[src/rtl/execute_muldiv_ctrl.sv]
// Iterative Execute-stage multiply/divide unit: 32-cycle unsigned shift-add multiply
// and restoring divide, with pipeline stall and flush handling.
module execute_muldiv_ctrl (
  input  logic        clk,
  input  logic        rst,
  input  logic        StartE,
  input  logic [1:0]  MulDivOpE,
  input  logic [31:0] SrcAE,
  input  logic [31:0] SrcBE,
  input  logic        FlushE,
  output logic        StallMD,
  output logic        BusyE,
  output logic        MDValidE,
  output logic [31:0] MDResultE
);

  typedef enum logic [1:0] {S_IDLE, S_RUN, S_DONE} state_t;

  state_t      r_state;
  logic [4:0]  r_cnt;
  logic [1:0]  r_op;
  logic [31:0] r_opb;
  logic [63:0] r_prod;
  logic [31:0] r_result;

  logic        w_start;
  logic        w_div_zero;
  logic [32:0] w_mul_sum;
  logic [63:0] w_mul_next;
  logic [32:0] w_div_shift;
  logic [32:0] w_div_diff;
  logic [63:0] w_div_next;
  logic [63:0] w_iter_next;
  logic [31:0] w_final;

  assign w_start    = StartE & ~FlushE;
  assign w_div_zero = MulDivOpE[1] & (SrcBE == 32'd0);

  // Multiply: {hi, lo} with the multiplier in lo; add multiplicand to hi, shift right.
  assign w_mul_sum  = {1'b0, r_prod[63:32]} + (r_prod[0] ? {1'b0, r_opb} : 33'd0);
  assign w_mul_next = {w_mul_sum, r_prod[31:1]};

  // Divide: {remainder, dividend/quotient}; shift left, trial-subtract, restore on borrow.
  assign w_div_shift = {r_prod[63:32], r_prod[31]};
  assign w_div_diff  = w_div_shift - {1'b0, r_opb};
  assign w_div_next  = w_div_diff[32] ? {w_div_shift[31:0], r_prod[30:0], 1'b0}
                                      : {w_div_diff[31:0],  r_prod[30:0], 1'b1};

  assign w_iter_next = r_op[1] ? w_div_next : w_mul_next;
  // Low half holds product-low / quotient, high half product-high / remainder.
  assign w_final     = r_op[0] ? w_iter_next[63:32] : w_iter_next[31:0];

  always_ff @(posedge clk or negedge rst) begin
    if (!rst) begin
      r_state  <= S_IDLE;
      r_cnt    <= 5'd0;
      r_op     <= 2'd0;
      r_opb    <= 32'd0;
      r_prod   <= 64'd0;
      r_result <= 32'd0;
    end else begin
      case (r_state)
        S_IDLE: begin
          if (w_start) begin
            r_op   <= MulDivOpE;
            r_opb  <= MulDivOpE[1] ? SrcBE : SrcAE;
            r_prod <= {32'd0, MulDivOpE[1] ? SrcAE : SrcBE};
            r_cnt  <= 5'd0;
            if (w_div_zero) begin
              r_result <= MulDivOpE[0] ? SrcAE : 32'hFFFF_FFFF;
              r_state  <= S_DONE;
            end else begin
              r_state  <= S_RUN;
            end
          end
        end
        S_RUN: begin
          if (FlushE) begin
            r_state <= S_IDLE;
          end else begin
            r_prod <= w_iter_next;
            r_cnt  <= r_cnt + 5'd1;
            if (r_cnt == 5'd31) begin
              r_result <= w_final;
              r_state  <= S_DONE;
            end
          end
        end
        S_DONE:  r_state <= S_IDLE;
        default: r_state <= S_IDLE;
      endcase
    end
  end

  // Stall must act in the op's first Execute cycle, so it is decoded from inputs.
  always_comb begin
    StallMD = 1'b0;
    case (r_state)
      S_IDLE:  StallMD = w_start;
      S_RUN:   StallMD = ~FlushE;
      default: StallMD = 1'b0;
    endcase
  end

  assign BusyE     = (r_state == S_RUN);
  assign MDValidE  = (r_state == S_DONE) & ~FlushE;
  assign MDResultE = r_result;

endmodule

[config.mk]
export PLATFORM = sky130hd
export DESIGN_NAME = execute_muldiv_ctrl
export DESIGN_NICKNAME = d
export VERILOG_FILES = /design/src/rtl/execute_muldiv_ctrl.sv
export SDC_FILE = /design/constraint.sdc
export NUM_CORES = 1
export LEC_CHECK = 0
export BUFFER_PORTS_ARGS = -buffer_cell sky130_fd_sc_hd__buf_2
export CORE_ASPECT_RATIO = 1.5
export CORE_MARGIN = 5
export CORE_UTILIZATION = 60
export CTS_CLUSTER_SIZE = 12
export DETAILED_ROUTE_END_ITERATION = 6
export GPL_TIMING_DRIVEN = 0
export PLACE_DENSITY_LB_ADDON = 0.3
export SYNTH_ARGS = -nofsm -noshare
export SYNTH_HDL_FRONTEND = slang
export SYNTH_SLANG_ARGS = --single-unit
[constraint.sdc]
create_clock -name clk -period 7.9 [get_ports clk]
set_input_delay 0.395 -clock clk [delete_from_list [all_inputs] [get_ports clk]]
set_output_delay 0.395 -clock clk [all_outputs]
set_load 0.05 [all_outputs]
==> results of run 1 <==
placed cells by master, fill, tap and decap left out, drive strengths merged, types with 21 or more instances in the layout:
cell / instances
o21ai: 176
dfrtp: 137
nand3: 21
a21oi: 134
mux2: 37
a31oi: 21
inv: 72
buf: 123
ha: 66
xor2: 23
mux2i: 90
and2: 40
clkbuf: 92
nand2: 183
nor2: 108
a21o: 24
xnor2: 25
layer usage:
layer,vias up,share of wire,global-route usage
li1,5518,-,-
met1,5779,0.38,0.4899
met2,778,0.46,0.6199
met3,215,0.087,0.06721
met4,0,0.075,0.2390
met5,-,0,0
metrics by stage:
step	setup WS, ns	util	hold WS [ns]
detailed placement	2.781	0.6538	0.4340
floorplan	4.193	-	0.09941
global route	2.495	0.6809	0.2302
global placement	2.885	0.6520	0.4704
finish	2.601	0.6809	0.2259
CTS	2.772	0.6809	0.2189
cells by family after synthesis:
| logic type | synth area share |
|---|---|
| AOI/OAI and AO/OA | 0.2534 |
| xor gates and xnor gates | 0.03608 |
| adders and majority gates | 0.07430 |
| buffers and inverters | 0.05390 |
| and+or+nand+nor | 0.1708 |
| muxes | 0.1173 |
| DFF | 0.2942 |
state kept, by name, summed over array words and instances (netlist names):
name / cells
r_cnt: 5
r_state: 2
r_opb: 32
r_prod: 64
MDResultE: 32
r_op: 2
timing repair:
action | CTS | global route
setup buffers | 0 | 0
endpoints found under the hold margin | 7 | 0
hold buffers | 1 | 0
cell type report:
| class | instances | area, um^2 | area share |
|---|---|---|---|
| Sequential cell | 137 | 3428 | 0.2628 |
| Clock buffer | 18 | 429.2 | 0.03290 |
| Timing Repair Buffer | 106 | 564.3 | 0.04325 |
| Buffer | 92 | 361.6 | 0.02772 |
| Tap cell | 256 | 320.3 | 0.02455 |
| Multi-Input combinational cell | 1166 | 7596 | 0.5822 |
| Clock inverter | 11 | 80.08 | 0.006138 |
| Inverter | 71 | 266.5 | 0.02043 |
power breakdown:
| part | switching [mW] | total, mW | leakage, nW | internal (mW) |
|---|---|---|---|---|
| Clock | 0.318 | 0.713 | 0.240 | 0.395 |
| Sequential | 0.168 | 1.00 | 1.75 | 0.836 |
| Combinational | 1.49 | 2.36 | 4.29 | 0.871 |
| Total | 1.97 | 4.07 | 6.29 | 2.10 |
how the worst max path moves through the flow:
| stage | start | endpoint | slack [ns] | depth (start not counted) |
|---|---|---|---|---|
| floorplan | r_prod[31] | MDResultE[14] | 4.19 | 15 |
| global placement | r_prod[31] | MDResultE[16] | 2.88 | 16 |
| detailed placement | r_prod[31] | MDResultE[16] | 2.78 | 16 |
| CTS | r_prod[31] | MDResultE[16] | 2.77 | 16 |
| global route | r_prod[31] | MDResultE[16] | 2.50 | 16 |
| finish | r_prod[31] | MDResultE[16] | 2.60 | 16 |
==> impl_metrics.json, run 1 <==
{
  "status": "finished, final reports clean",
  "finalNonFillerCells": 1857,
  "grt_pass1_wl_um": 66920,
  "ys_ff_latch": 137,
  "grt_overflow": 0,
  "cp-start-kind": "flip-flop",
  "ctsHtreeMaxLevel": 4,
  "placementRows": 62,
  "critPathMaxStageDelay_ns": 0.80,
  "die_x_um": 123.8,
  "synth_cell_type_count": 77,
  "wl_um": 43320,
  "synth_area_mm2": 0.01165,
  "finalNetCount": 1729,
  "rsz0062_at_grt": "false",
  "power_density_mw_per_mm2": 312.2,
  "antenna_left": 0,
  "synth_top_area_frac": 0.2942,
  "leakagePower_nw": 6.287,
  "max_freq_ghz": 0.1887,
  "ys.flop_type": "dfrtp_1",
  "core_mm2": 0.01916,
  "yosys.area.top_type": "dfrtp_1",
  "cts.clk_slew.worst_paths_ns": 0.06,
  "setup-tns-final_ns": 0,
  "syn_inst": 1466,
  "arrival_ns": 5.57,
  "drt_first_pass_iters": 6,
  "slowest_stage": "o31ai_2",
  "hold_violations": 0,
  "crit-reg2reg-launch": "r_prod[31]",
  "dp_hpwl_um": 33890,
  "cts_buffer_depth": 2,
  "hp-class": "input pin to flip-flop",
  "synthTopCellsByArea": "dfrtp_1, mux2i_1, o21ai_0",
  "slew_violations": 0,
  "path_buf_inv": 5,
  "drive_above_1_share": 0.1205,
  "wl_per_cell_um": 23.33,
  "die_area_mm2": 0.02237,
  "port_buffers": 104,
  "drc_errors": 0,
  "hold_end": "r_state[0]",
  "cpLargestDelayFamily": "compound AO/OA/AOI/OAI gates",
  "worst_pin_slew_ns": 1.118,
  "track_usage": 0.3913,
  "worst-r2r-cell-count": 16,
  "min_path_cells": 2,
  "syn_avg_cell_area_um2": 7.948,
  "place_area_mm2": 0.01253,
  "n_fill_cell": 1745,
  "vias": 12290,
  "seq_area_frac_synth": 0.2942,
  "criticalPathCategory": "flip-flop to flip-flop",
  "stdcell_area_mm2": 0.01305,
  "synth_edf_count": 0,
  "root_buffer": "clkbuf_16",
  "worstPathMaxFanout": 10,
  "cts_buffers": 17,
  "cts_tree": "yes",
  "post-route-period-util": 0.6708,
  "syn_to_final_growth_pct": 11.96,
  "cts_resized": 0,
  "cts_sinks": 137,
  "finalCriticalPeriod_ns": 5.299,
  "grt_max_degree": 72,
  "cp_data_required_time_ns": 8.18,
  "max-vdd-ir-drop_uv": 201.2,
  "dp.cells": 1827,
  "rrSetupSlack_ns": 2.60,
  "setup_violations": 0,
  "synthArstFlopShare": 1.000,
  "total_power_mw": 4.073,
  "slew_headroom": 0.2547,
  "syn-num-nets": 1604,
  "rr_endpoint": "MDResultE[16]",
  "initial_core_util": 0.6081,
  "post-synth-top-count-cell": "nand2_1",
  "finalWeightedCongestion": 1.048,
  "antenna_found_initial": 0,
  "endpoint_kind": "flip-flop",
  "n_antenna_cell": 0,
  "hp-start": "FlushE",
  "worstSkewPairLatency_ns": 0.43,
  "fin_skew_ns": 0.006666,
  "synth_common_cells": "nand2_1, o21ai_0, dfrtp_1",
  "die_h_um": 180.7,
  "crit_chain": "inv_1, ha_1, inv_1, fa_1, a211oi_1, o31a_2, a21o_1, a211oi_1, o31ai_2, and2_4, buf_6, buf_2, clkbuf_1, a21oi_1, mux2i_1, o221ai_1",
  "grt_pass1_vias": 12260,
  "drt_iter0_drc": 1137,
  "ys_warn_count": 0,
  "drv_cap": 0,
  "pin_count": 105,
  "avgViaCountPerCell": 6.618
}
(Power assumes the default switching activity.)
==> run 2: changes to the inputs <==
- CORE_UTILIZATION: 60 -> 56
- clock period: 7.9 -> 4.55 ns (I/O delays scaled with it)
==> impl_metrics.json, run 2 (same netlist as run 1, synthesis figures left out) <==
{
  "cts_tree": "yes",
  "grt_pass1_vias": 12190,
  "ctsHtreeMaxLevel": 4,
  "worst_slack_ns": 0.1290,
  "n_antenna_cell": 0,
  "place_area_mm2": 0.01254,
  "port_buffers": 104,
  "cts_sinks": 137,
  "die_h_um": 186.7,
  "drive_above_1_share": 0.1269,
  "hold_violations": 0,
  "final_common_cell": "nand2_1",
  "vias": 12240,
  "wl_per_cell_um": 23.44,
  "path_depth": 17,
  "critPathMaxStageDelay_ns": 0.42,
  "path_buf_inv": 6,
  "cp-start-kind": "flip-flop",
  "dp_slack_ns": -0.5095,
  "finalWeightedCongestion": 1.066,
  "wl_met2_um": 21090,
  "antenna_found_initial": 0,
  "cts_buffer_depth": 2,
  "power_density_mw_per_mm2": 552.1,
  "max-vdd-ir-drop_uv": 345.2,
  "status": "finished, final reports clean",
  "pin_count": 105,
  "worstPathMaxFanout": 10,
  "drt_iter0_drc": 1226,
  "worst-r2r-cell-count": 17,
  "placementRows": 64,
  "core_mm2": 0.02042,
  "criticalPathCategory": "flip-flop to flip-flop",
  "setup_violations": 0,
  "arrival_ns": 4.71,
  "leakagePower_nw": 6.362,
  "slowest_stage": "fa_1",
  "cp_data_required_time_ns": 4.84,
  "cts.clk_slew.worst_paths_ns": 0.07,
  "slew_headroom": 0.2882,
  "holdWs_ns": 0.03472,
  "initial_core_util": 0.5706,
  "endpoint_kind": "flip-flop",
  "finalNetCount": 1732,
  "crit_chain": "inv_1, ha_1, inv_1, fa_1, a211oi_1, o31a_2, a21o_1, a211oi_2, o31ai_4, buf_4, and2_4, buf_6, buf_2, buf_2, a21oi_1, mux2i_1, o221ai_1",
  "track_usage": 0.3661,
  "finalCriticalPeriod_ns": 4.421,
  "largest-register": "r_prod",
  "slew_violations": 0,
  "avgViaCountPerCell": 6.539,
  "dp_hpwl_um": 34530,
  "die_area_mm2": 0.02385,
  "cts_buffers": 17,
  "drc_errors": 0,
  "wl_met1_um": 16360,
  "root_buffer": "clkbuf_16",
  "rsz0062_at_grt": "false",
  "post-route-period-util": 0.9717,
  "dr_wl_met3_um": 3756,
  "worstSkewPairLatency_ns": 0.44,
  "hp-class": "input pin to flip-flop",
  "drv_cap": 0,
  "syn_to_final_growth_pct": 13.24,
  "grt_max_degree": 71,
  "min_path_cells": 2,
  "largest_reg_flops": 64,
  "fin_skew_ns": 0.01161,
  "drt_first_pass_iters": 6,
  "top_layer_used": "met4",
  "wl_um": 43860,
  "rrSetupSlack_ns": 0.13,
  "cpLargestDelayFamily": "compound AO/OA/AOI/OAI gates",
  "die_x_um": 127.8,
  "max_freq_ghz": 0.2262,
  "grt_pass1_wl_um": 68400,
  "grt_overflow": 0,
  "antenna_left": 0,
  "stdcell_area_mm2": 0.01320,
  "worst_pin_slew_ns": 1.068,
  "final_cell_mix": "nand2_1, o21ai_0, dfrtp_1",
  "utilization": 0.6462
}
run 2: final timing paths:
path	from	to
worst min-delay path	FlushE	r_state[0]
worst max register to register	r_prod[31]	MDResultE[16]
max in group asynchronous	rst	r_prod[19]
worst min register to register	r_prod[24]	r_prod[24]
worst max-delay path	r_prod[31]	MDResultE[16]
min in group asynchronous	rst	MDResultE[9]
run 2: final cells by class:
cell class | count | area [um^2]
Buffer | 91 | 360.3
Clock buffer | 17 | 425.4
Clock inverter | 15 | 178.9
Fill cell | 1850 | 7224
Inverter | 71 | 266.5
Multi-Input combinational cell | 1166 | 7611
Sequential cell | 137 | 3428
Tap cell | 264 | 330.3
Timing Repair Buffer | 110 | 594.3
run 2: timing repair:
item	CTS	global route
hold buffers	1	0
resized for setup	3	4
endpoints found under the hold margin	69	0
endpoints found under the setup margin	43	26
setup buffers	0	4
gates cloned	0	0
pin swaps	0	1
run 2: worst register-to-register path, cell delays in order (launching register included):
cell	delay, ns
dfrtp_1	0.41
inv_1	0.14
ha_1	0.19
inv_1	0.05
fa_1	0.42
a211oi_1	0.25
o31a_2	0.23
a21o_1	0.28
a211oi_2	0.19
o31ai_4	0.26
buf_4	0.20
and2_4	0.16
buf_6	0.10
buf_2	0.33
buf_2	0.38
a21oi_1	0.12
mux2i_1	0.38
o221ai_1	0.19
run 2: metal layers:
| metal | track usage | vias to the layer above |
|---|---|---|
| met2 | 0.6122 | 758 |
| met1 | 0.4578 | 5762 |
| li1 | - | 5534 |
| met4 | 0.1887 | 0 |
| met5 | 0 | - |
| met3 | 0.04748 | 181 |
run 2: per-stage QoR:
step | total power [mW] | setup TNS [ns] | instances
6_report | 7.285 | 0 | 1871
3_3_place_gp | 5.630 | -9.624 | 1834
5_1_grt | 7.695 | 0 | 1871
4_1_cts | 7.156 | 0 | 1868
3_5_place_dp | 5.685 | -9.089 | 1835
2_1_floorplan | 4.494 | 0 | 1466
run 2: report_power, final:
part / leakage (nW) / total (mW) / switching (mW) / internal (mW)
registers: 1.75 / 1.74 / 0.287 / 1.45
clock network: 0.292 / 1.45 / 0.622 / 0.830
logic: 4.32 / 4.10 / 2.57 / 1.52
total: 6.36 / 7.29 / 3.48 / 3.80
==> run 3: changes to the inputs <==
- CELL_PAD_IN_SITES_DETAIL_PLACEMENT: unset -> 0
- CELL_PAD_IN_SITES_GLOBAL_PLACEMENT: unset -> 1
- CORE_UTILIZATION: 56 -> 41
==> impl_metrics.json, run 3 (same netlist as run 1, synthesis figures left out) <==
{
  "antenna_left": 0,
  "place_area_mm2": 0.01264,
  "grt_pass1_wl_um": 69880,
  "finalCriticalPeriod_ns": 4.366,
  "cpLargestDelayFamily": "compound AO/OA/AOI/OAI gates",
  "drt_first_pass_iters": 6,
  "cts_buffer_depth": 2,
  "worst-r2r-cell-count": 15,
  "power.share.sequential": 0.243,
  "max_freq_ghz": 0.2290,
  "stdcell_area_mm2": 0.01325,
  "slew_violations": 0,
  "min_path_cells": 2,
  "utilization": 0.4722,
  "die_x_um": 147.7,
  "grt_max_degree": 95,
  "antenna_found_initial": 0,
  "slowest_stage": "mux4_2",
  "drt_iter0_drc": 837,
  "rsz0062_at_grt": "false",
  "criticalPathCategory": "flip-flop to flip-flop",
  "slew_headroom": 0.2026,
  "total_power_mw": 7.157,
  "arrival_ns": 4.69,
  "n_antenna_cell": 0,
  "rrSetupSlack_ns": 0.18,
  "cp_data_required_time_ns": 4.87,
  "wl_um": 45820,
  "final_cell_mix": "nand2_1, o21ai_0, dfrtp_1",
  "finalNetCount": 1729,
  "comb_power_share": 0.569,
  "endpoint_kind": "flip-flop",
  "setup_violations": 0,
  "hp-class": "input pin to flip-flop",
  "largest-register": "r_prod",
  "final_common_cell": "nand2_1",
  "avgViaCountPerCell": 5.993,
  "largest_reg_flops": 64,
  "grt_pass1_vias": 11980,
  "track_usage": 0.2834,
  "crit_chain": "inv_1, ha_1, inv_1, fa_1, a211oi_1, o31a_2, a21o_2, a211oi_2, or4_1, buf_4, and2_4, buf_6, mux2_4, mux4_2, a221o_1",
  "worst_pin_slew_ns": 1.196,
  "drc_errors": 0,
  "switching_share": 0.4776,
  "syn_to_final_growth_pct": 13.71,
  "p_switching_mw": 3.418,
  "clockPowerShare": 0.188,
  "dp_hpwl_um": 36650,
  "cts_sinks": 137,
  "status": "finished, final reports clean",
  "initial_core_util": 0.4153,
  "drv_cap": 0,
  "drive_above_1_share": 0.1272,
  "port_buffers": 104,
  "cts_buffers": 17,
  "path_buf_inv": 4,
  "power_density_mw_per_mm2": 540.1,
  "cp-start-kind": "flip-flop",
  "post-route-period-util": 0.9597,
  "finalWeightedCongestion": 0.9840,
  "die_area_mm2": 0.03196,
  "hp-start": "FlushE",
  "placementRows": 75,
  "grt_overflow": 0,
  "worstPathMaxFanout": 10,
  "worst_path_most_repeated_cell": "inv_1",
  "critPathMaxStageDelay_ns": 0.49,
  "rr_endpoint": "MDResultE[14]",
  "hold_end": "r_state[0]",
  "worstSkewPairLatency_ns": 0.44,
  "leakagePower_nw": 6.334,
  "ctsHtreeMaxLevel": 4,
  "n_fill_cell": 2845,
  "crit-reg2reg-launch": "r_prod[31]",
  "hold_violations": 0,
  "pin_count": 105,
  "die_h_um": 216.5,
  "fin_skew_ns": 0.007367,
  "internal-power_mw": 3.739,
  "vias": 11690,
  "cts.clk_slew.worst_paths_ns": 0.06,
  "max-vdd-ir-drop_uv": 285.9,
  "root_buffer": "clkbuf_16",
  "core_mm2": 0.02806,
  "wl_per_cell_um": 23.50,
  "cts_tree": "yes"
}
[run 3: cell count changes in the layout (fill, tap and decap cells not counted), moves of 2 or more]
cell / change
clkbuf_8: +4
buf_4: -3
inv_8: -3
bufinv_16: -2
clkinv_2: +2
[run 3: worst max-delay path by stage]
stage,start,endpoint,slack (ns),depth (start not counted)
2_1_floorplan,r_prod[31],MDResultE[14],0.84,15
3_3_place_gp,r_prod[31],MDResultE[16],-0.64,16
3_5_place_dp,r_prod[31],MDResultE[16],-0.64,16
4_1_cts,r_prod[31],MDResultE[23],0.04,17
5_1_grt,r_prod[0],r_prod[61],0.02,12
6_report,r_prod[31],MDResultE[14],0.18,15
[run 3: cell type report]
cell class,count,area (um^2),area share
Clock buffer,21,480.5,0.03626
Inverter,71,266.5,0.02011
Clock inverter,11,85.08,0.006421
Multi-Input combinational cell,1166,7622,0.5753
Tap cell,346,432.9,0.03267
Buffer,91,362.8,0.02738
Timing Repair Buffer,107,571.8,0.04315
Sequential cell,137,3428,0.2587
[run 3: metrics by stage]
| stage | setup TNS [ns] | hold slack [ns] | setup slack, ns | instances |
|---|---|---|---|---|
| 5_1_grt | 0 | 0.04612 | 0.02285 | 1950 |
| 6_report | 0 | 0.04028 | 0.1836 | 1950 |
| 4_1_cts | 0 | 0.02201 | 0.04417 | 1951 |
| 3_3_place_gp | -14.83 | 0.4740 | -0.6390 | 1916 |
| 3_5_place_dp | -14.77 | 0.1833 | -0.6357 | 1917 |
| 2_1_floorplan | 0 | -0.06809 | 0.8432 | 1466 |
[run 3: power groups by stage]
stage               Clock (mW)  Combinational (mW)  Sequential [mW]
floorplan                    0                2.84             1.66
global placement             0                3.94             1.75
detailed placement           0                3.95             1.75
CTS                       1.35                4.00             1.73
global route              1.40                4.44             1.76
finish                    1.34                4.07             1.74
[run 3: what timing repair did]
| item | CTS | global route |
|---|---|---|
| gates cloned | 0 | 0 |
| buffers inserted | 1 | 0 |
| hold buffers | 1 | 0 |
| endpoints found under the setup margin | 53 | 18 |
| pin swaps | 1 | 0 |
| hold endpoints to repair | 43 | 0 |
| resized for setup | 4 | 6 |
[run 3: routing by layer]
metal / routed length (um) / part of all wire / track usage / vias to the layer above
met4: 2573 / 0.056 / 0.1514 / 0
met1: 18490 / 0.40 / 0.3402 / 5594
met5: 0 / 0 / 0 / -
met3: 2226 / 0.049 / 0.03928 / 128
li1: - / - / - / 5518
met2: 22530 / 0.49 / 0.4892 / 447
[run 3: worst reg2reg max path: stages (launching register included)]
cell      delay [ns]
dfrtp_1         0.42
inv_1           0.16
ha_1            0.20
inv_1           0.06
fa_1            0.45
a211oi_1        0.30
o31a_2          0.24
a21o_2          0.24
a211oi_2        0.15
or4_1           0.41
buf_4           0.20
and2_4          0.17
buf_6           0.12
mux2_4          0.32
mux4_2          0.50
a221o_1         0.33
